===== src/rtl/snes_pad_responder_pkg.sv =====
// Shared constants, types and helpers for the SNES pad responder.
package snes_pad_responder_pkg;

  localparam int unsigned SNES_FRAME_BITS = 16;
  localparam int unsigned SNES_BTN_BITS   = 12;
  localparam int unsigned BIT_IDX_W       = 5;

  // Button positions in the codebase word (and on the wire, LSB first).
  localparam int unsigned BTN_B      = 0;
  localparam int unsigned BTN_Y      = 1;
  localparam int unsigned BTN_SELECT = 2;
  localparam int unsigned BTN_START  = 3;
  localparam int unsigned BTN_UP     = 4;
  localparam int unsigned BTN_DN     = 5;
  localparam int unsigned BTN_LT     = 6;
  localparam int unsigned BTN_RT     = 7;
  localparam int unsigned BTN_A      = 8;
  localparam int unsigned BTN_X      = 9;
  localparam int unsigned BTN_L      = 10;
  localparam int unsigned BTN_R      = 11;

  typedef enum logic [1:0] {
    ST_IDLE  = 2'd0,
    ST_LOAD  = 2'd1,
    ST_SHIFT = 2'd2
  } resp_state_e;

  typedef logic [SNES_FRAME_BITS-1:0] snes_frame_t;

  // Build the 16-bit frame; the four ID bits stay 0 (wire high).
  function automatic snes_frame_t make_frame(input logic [SNES_BTN_BITS-1:0] btn);
    snes_frame_t f;
    f             = '0;
    f[BTN_B]      = btn[BTN_B];
    f[BTN_Y]      = btn[BTN_Y];
    f[BTN_SELECT] = btn[BTN_SELECT];
    f[BTN_START]  = btn[BTN_START];
    f[BTN_UP]     = btn[BTN_UP];
    f[BTN_DN]     = btn[BTN_DN];
    f[BTN_LT]     = btn[BTN_LT];
    f[BTN_RT]     = btn[BTN_RT];
    f[BTN_A]      = btn[BTN_A];
    f[BTN_X]      = btn[BTN_X];
    f[BTN_L]      = btn[BTN_L];
    f[BTN_R]      = btn[BTN_R];
    return f;
  endfunction

  // Active-low wire level for a bit index; past the frame a real pad drives 0.
  function automatic logic wire_bit(input snes_frame_t f, input logic [BIT_IDX_W-1:0] idx);
    if (idx < BIT_IDX_W'(SNES_FRAME_BITS)) begin
      return ~f[idx[3:0]];
    end
    return 1'b0;
  endfunction

endpackage


===== src/rtl/snes_pad_responder_if.sv =====
// Three-pin SNES pad link: host drives strobe/clock, device returns data.
interface snes_pad_responder_if;
  logic joy_strb;
  logic joy_clk;
  logic joy_data;

  modport master (output joy_strb, output joy_clk, input joy_data);
  modport slave  (input joy_strb, input joy_clk, output joy_data);
endinterface


===== src/rtl/snes_pad_responder_sync_filter.sv =====
// 2-FF synchronizer followed by a stability filter with edge pulses.
module snes_pad_responder_sync_filter #(
  parameter int unsigned FILT_LEN  = 2,
  parameter logic        RESET_VAL = 1'b0
) (
  input  logic clk,
  input  logic resetn,
  input  logic i_pin,
  output logic o_level,
  output logic o_rise,
  output logic o_fall
);

  logic r_meta;
  logic r_sync;
  logic r_prev;
  logic w_level;

  // Bring the asynchronous pin into the clk domain.
  always_ff @(posedge clk) begin
    if (!resetn) begin
      r_meta <= RESET_VAL;
      r_sync <= RESET_VAL;
    end else begin
      r_meta <= i_pin;
      r_sync <= r_meta;
    end
  end

  generate
    if (FILT_LEN == 0) begin : g_bypass
      assign w_level = r_sync;
    end else begin : g_filt
      localparam int unsigned FCNT_W = (FILT_LEN > 1) ? $clog2(FILT_LEN) : 1;
      logic [FCNT_W-1:0] r_cnt;
      logic              r_level;

      // Accept a new level only after FILT_LEN consecutive differing samples.
      always_ff @(posedge clk) begin
        if (!resetn) begin
          r_cnt   <= '0;
          r_level <= RESET_VAL;
        end else if (r_sync == r_level) begin
          r_cnt <= '0;
        end else if (r_cnt == FCNT_W'(FILT_LEN - 1)) begin
          r_cnt   <= '0;
          r_level <= r_sync;
        end else begin
          r_cnt <= r_cnt + 1'b1;
        end
      end

      assign w_level = r_level;
    end
  endgenerate

  // Remember the previous filtered level for edge detection.
  always_ff @(posedge clk) begin
    if (!resetn) begin
      r_prev <= RESET_VAL;
    end else begin
      r_prev <= w_level;
    end
  end

  assign o_level = w_level;
  assign o_rise  = w_level & ~r_prev;
  assign o_fall  = ~w_level & r_prev;

endmodule


===== src/rtl/snes_pad_responder.sv =====
// SNES gamepad device end: latches buttons on strobe, shifts them out active-low.
module snes_pad_responder
  import snes_pad_responder_pkg::*;
#(
  parameter int unsigned FILT_LEN = 2,
  parameter int unsigned TIMEOUT  = 1_073_850,
  parameter int unsigned CNT_W    = 21
) (
  input  logic                     clk,
  input  logic                     resetn,
  input  logic [SNES_BTN_BITS-1:0] buttons,
  snes_pad_responder_if.slave      pad,
  output logic                     polled,
  output logic [BIT_IDX_W-1:0]     bit_idx,
  output logic                     connected
);

  resp_state_e              r_state;
  logic [SNES_BTN_BITS-1:0] r_shadow;
  logic [BIT_IDX_W-1:0]     r_bit_idx;
  logic                     r_polled;
  logic                     r_joy_data;
  logic [CNT_W-1:0]         r_cnt;
  logic                     r_connected;
  logic [CNT_W-1:0]         w_cnt_nxt;

  logic w_strb_lvl;
  logic w_strb_rise;
  logic w_strb_fall;
  logic w_clk_lvl;
  logic w_clk_rise;
  logic w_clk_fall;
  logic w_unused;

  snes_pad_responder_sync_filter #(
    .FILT_LEN  (FILT_LEN),
    .RESET_VAL (1'b0)
  ) u_strb_filt (
    .clk     (clk),
    .resetn  (resetn),
    .i_pin   (pad.joy_strb),
    .o_level (w_strb_lvl),
    .o_rise  (w_strb_rise),
    .o_fall  (w_strb_fall)
  );

  snes_pad_responder_sync_filter #(
    .FILT_LEN  (FILT_LEN),
    .RESET_VAL (1'b1)
  ) u_clk_filt (
    .clk     (clk),
    .resetn  (resetn),
    .i_pin   (pad.joy_clk),
    .o_level (w_clk_lvl),
    .o_rise  (w_clk_rise),
    .o_fall  (w_clk_fall)
  );

  // Strobe rise is implied by the level, and clock falls never shift.
  assign w_unused = &{1'b0, w_strb_rise, w_clk_lvl, w_clk_fall};

  // Frame FSM: strobe high reloads, strobe fall starts shifting, clock rises advance.
  always_ff @(posedge clk) begin
    if (!resetn) begin
      r_state    <= ST_IDLE;
      r_shadow   <= '0;
      r_bit_idx  <= '0;
      r_polled   <= 1'b0;
      r_joy_data <= 1'b1;
    end else begin
      r_polled <= 1'b0;
      if (w_strb_lvl) begin
        r_state   <= ST_LOAD;
        r_shadow  <= buttons;
        r_bit_idx <= '0;
      end else if (w_strb_fall) begin
        r_state   <= ST_SHIFT;
        r_bit_idx <= '0;
        r_polled  <= 1'b1;
      end else if ((r_state == ST_SHIFT) && w_clk_rise &&
                   (r_bit_idx < BIT_IDX_W'(SNES_FRAME_BITS))) begin
        r_bit_idx <= r_bit_idx + 1'b1;
      end
      r_joy_data <= (r_state == ST_IDLE) ? 1'b1 : wire_bit(make_frame(r_shadow), r_bit_idx);
    end
  end

  // Time since last poll, saturating so the link reads as lost.
  always_comb begin
    w_cnt_nxt = r_cnt;
    if (w_strb_fall) begin
      w_cnt_nxt = '0;
    end else if (r_cnt != CNT_W'(TIMEOUT)) begin
      w_cnt_nxt = r_cnt + 1'b1;
    end
  end

  // Connection watchdog registers.
  always_ff @(posedge clk) begin
    if (!resetn) begin
      r_cnt       <= CNT_W'(TIMEOUT);
      r_connected <= 1'b0;
    end else begin
      r_cnt       <= w_cnt_nxt;
      r_connected <= (w_cnt_nxt < CNT_W'(TIMEOUT));
    end
  end

  assign pad.joy_data = r_joy_data;
  assign polled       = r_polled;
  assign bit_idx      = r_bit_idx;
  assign connected    = r_connected;

endmodule


===== src/flat_wrapper.sv =====
// flat-port wrapper written by rule: the top's interface ports become plain ports
module snes_pad_responder_flat import snes_pad_responder_pkg::*;
#(
  parameter int unsigned FILT_LEN = 2,
  parameter int unsigned TIMEOUT  = 1_073_850,
  parameter int unsigned CNT_W    = 21
)
  (clk, resetn, buttons, polled, bit_idx, connected, pad_joy_strb, pad_joy_clk, pad_joy_data);
  snes_pad_responder_if pad_i ();
  input  logic clk;
  input  logic resetn;
  input  logic [SNES_BTN_BITS-1:0] buttons;
  output logic polled;
  output logic [BIT_IDX_W-1:0] bit_idx;
  output logic connected;
  input wire logic [$bits(pad_i.joy_strb)-1:0] pad_joy_strb;
  input wire logic [$bits(pad_i.joy_clk)-1:0] pad_joy_clk;
  output wire logic [$bits(pad_i.joy_data)-1:0] pad_joy_data;
  assign pad_i.joy_strb = pad_joy_strb;
  assign pad_i.joy_clk = pad_joy_clk;
  assign pad_joy_data = pad_i.joy_data;
  snes_pad_responder #(.FILT_LEN(FILT_LEN), .TIMEOUT(TIMEOUT), .CNT_W(CNT_W)) u_core (.clk(clk), .resetn(resetn), .buttons(buttons), .pad(pad_i), .polled(polled), .bit_idx(bit_idx), .connected(connected));
endmodule

===== config.mk =====
export PLATFORM = sky130hd
export DESIGN_NAME = snes_pad_responder_flat
export DESIGN_NICKNAME = d
export VERILOG_FILES = /design/src/rtl/snes_pad_responder_pkg.sv /design/src/rtl/snes_pad_responder_if.sv /design/src/rtl/snes_pad_responder_sync_filter.sv /design/src/rtl/snes_pad_responder.sv /design/src/flat_wrapper.sv
export SDC_FILE = /design/constraint.sdc
export NUM_CORES = 1
export LEC_CHECK = 0
export ABC_AREA = 1
export CORE_MARGIN = 5
export CORE_UTILIZATION = 45
export DETAILED_ROUTE_END_ITERATION = 7
export PLACE_DENSITY = 0.74
export SYNTH_ARGS = -nofsm -noshare
export SYNTH_HDL_FRONTEND = slang
export SYNTH_SLANG_ARGS = --single-unit
export TNS_END_PERCENT = 50

===== constraint.sdc =====
create_clock -name clk -period 1.55 [get_ports clk]
set_clock_uncertainty 0.05 [all_clocks]
set_input_delay 0.31 -clock clk [delete_from_list [all_inputs] [get_ports clk]]
set_output_delay 0.31 -clock clk [all_outputs]
set_load 0.05 [all_outputs]

==> qor.txt <==
f_max = 573 MHz
hold buffers post-CTS = 0
# IOs = 24
Sw Pwr = 1170 µW
largest net degree at the start of global routing = 19
detailed placement HPWL = 5.38 mm
Mapped Nets = 391
R2R depth = 12
Lkg Pwr = 0.00164 µW
post-place setup slack = -0.258 ns
clock slew at reported path FFs = 0.10 ns
Final Instance Count excl. Fillers = 528
Net Sw Frac = 31.6%
Flop pwr share = 42.2%
DR pass1 iterations = 4
clk buf depth = 2
outcome = finished, violations left
first-pass GRT wire length = 12.1 mm
Setup crit end = u_core.connected
maxcap violations = 0
initial DRC count = 211
#FFs+latches synth = 53
vias = 2,716
fin crit share = 113%
R2R Path Start = u_core.r_cnt[0]
Initial Util = 46.7%
post-synthesis sequential area ratio = 41.0%
Placed Area = 3420 µm²
wire length on met2 = 3.26 mm
CP startpoint = u_core.r_cnt[0]
full die area = 7370 µm²
Die X = 85.9 µm
Placer Congestion = 0.940
Min Clock Period, post-route = 1.74 ns
Power per Cell Area = 1000 nW/µm²
port bufs = 23
CP arrival = 1.92 ns
Routed met3 length = 456 µm
fin. max-slew vios = 0
final hold vios = 0
design area = 3700 µm²
count of cell types in the netlist = 30
highest metal used = met4
Placeable Area = 5540 µm²
Worst-Margin Slew = 0.262 ns
antenna violations before repair = 0
syn avg cell area = 6.96 µm²
Post-DRT Antenna Nets = 0
Cell Area, Synth = 2590 µm²
most common cell after layout, fill and taps aside = nand2_1
total global routing overflow = 0
Slew HR = 82.4%
worst endpoint required time = 1.73 ns
Synthesis Warnings = 0
vias in the first global route = 2,569
Worst-Skew Late Latency = 0.32 ns
VDD IR-drop max = 767 µV
GRT Total Usage = 20.2%
clock share of power = 27.0%
Routed WL per cell = 13.4 µm
worst hold path type = reg2reg
Final #Nets = 474
share of cells above drive strength 1 = 30.7%
Inst Count DP = 515
# H-tree levels = 2
Logic pwr share = 30.8%
Routed WL = 7.08 mm
cts bufs inserted = 5
WL met1 = 3.28 mm
nature of the critical path endpoint = register
CTS sink cnt = 53
CTS tree = yes
num rows = 27
Die H = 85.9 µm
Crit Path Category = reg2reg
commonest cells after routing, fill and taps aside = nand2_1, buf_4, nor2_1
Min Hold Slack = 0.372 ns
CP Launch Type = register
Power Internal = 2530 µW
Worst R2R End = u_core.connected
total inserted antenna cells = 0
P&R area growth vs syn = 42.7%
setup ws final = -0.194 ns
drc violations = 0
Root Driver = clkbuf_8
via/cell ratio = 5.14
Worst R2R Setup Slack = -0.19 ns
violated checks = negative setup slack
Max Fanout on Critical Path = 5
Cells after Synth = 372
RSZ-0062 raised after global routing = true
final setup vio count = 2
area by class of cell:
| type | instances | area (µm²) |
|---|---|---|
| clock buffers | 5 | 68.8 |
| clock inverters | 3 | 50.0 |
| fillers | 471 | 1840 |
| inverters | 45 | 169 |
| multi-input cells | 267 | 1450 |
| flip-flops and latches | 53 | 1080 |
| well taps | 72 | 90.1 |
| repair buffers | 83 | 786 |
worst min path at each step:
stage | to | slack, ns | depth (start not counted) | startpoint
6_report | u_core.u_strb_filt.r_sync | 0.37 | 2 | u_core.u_strb_filt.r_meta
5_1_grt | u_core.u_strb_filt.r_sync | 0.41 | 2 | u_core.u_strb_filt.r_meta
4_1_cts | u_core.u_strb_filt.r_sync | 0.37 | 2 | u_core.u_strb_filt.r_meta
3_5_place_dp | u_core.u_strb_filt.r_sync | 0.35 | 2 | u_core.u_strb_filt.r_meta
3_3_place_gp | u_core.u_strb_filt.r_sync | 0.34 | 2 | u_core.u_strb_filt.r_meta
2_1_floorplan | u_core.u_strb_filt.r_sync | 0.34 | 2 | u_core.u_strb_filt.r_meta
timing repair:
action	in CTS	in global routing
buffers inserted	2	3
pin swaps	10	8
gates resized for setup	22	19
endpoints found under the setup margin	1	10
critical path, stage by stage, from the launching register on:
cell     delay [ns]
dfxtp_4        0.38
ha_4           0.15
nand2_2        0.06
nor2_4         0.19
nand2_4        0.10
o21ai_0        0.18
nand3_1        0.13
nand3_2        0.12
inv_1          0.05
nand2_1        0.06
nand3_1        0.07
nand2_1        0.07
nor2_1         0.03
synthesized netlist by cell type, drive strengths merged:
cell    count  area [µm²]
nor2       62         278
buf         2        12.5
and2        1        6.26
clkbuf      5        18.8
nand2      89         367
ha          3        37.5
o21bai      1        7.51
nor3        3        15.0
nand4       8        50.1
nand3      30         155
a211oi      2        15.0
o21ai      32         160
nor3b       2        15.0
o211ai      2        15.0
a22o        6        52.6
xor2        3        26.3
inv        45         169
a21oi      15        75.1
nand3b      3        22.5
dfxtp      53        1060
or2         3        18.8
nor4        2        12.5
state kept, by name (all words and copies together), names as in the netlist, 2 cells and up:
register	count
u_core.r_cnt	21
u_core.r_shadow	12
u_core.bit_idx	5
u_core.r_state	2
through the flow:
step | total power [µW] | util (%) | TNS [ns]
floorplan | 2120 | - | -0.0524
global placement | 2550 | 61.8 | -0.372
detailed placement | 2580 | 61.8 | -0.542
CTS | 3690 | 65.3 | -0.132
global route | 3900 | 66.7 | -0.514
finish | 3710 | 66.7 | -0.196
layer usage:
metal  track usage, %  up-vias
met5                0        -
met4             5.47        0
met3             3.75        8
met2             33.3       80
met1             27.1     1256
li1                 -     1372
power by group through the flow:
stage / logic [µW] / registers, µW / clock network (µW)
final: 1140 / 1560 / 1000
after global routing: 1260 / 1570 / 1060
after CTS: 1100 / 1560 / 1020
after detailed placement: 1000 / 1580 / 0
after global placement: 977 / 1580 / 0
after floorplan: 510 / 1610 / 0
kinds of logic after synthesis:
kind of cell	count (synthesis)	synth area share (%)
buf+inv	52	7.73
flops	53	41.0
xor+xnor	3	1.01
fa+ha+maj	3	1.45
simple gates	203	36.3
compound gates	58	12.6
Power figures use the tool's default switching activity.
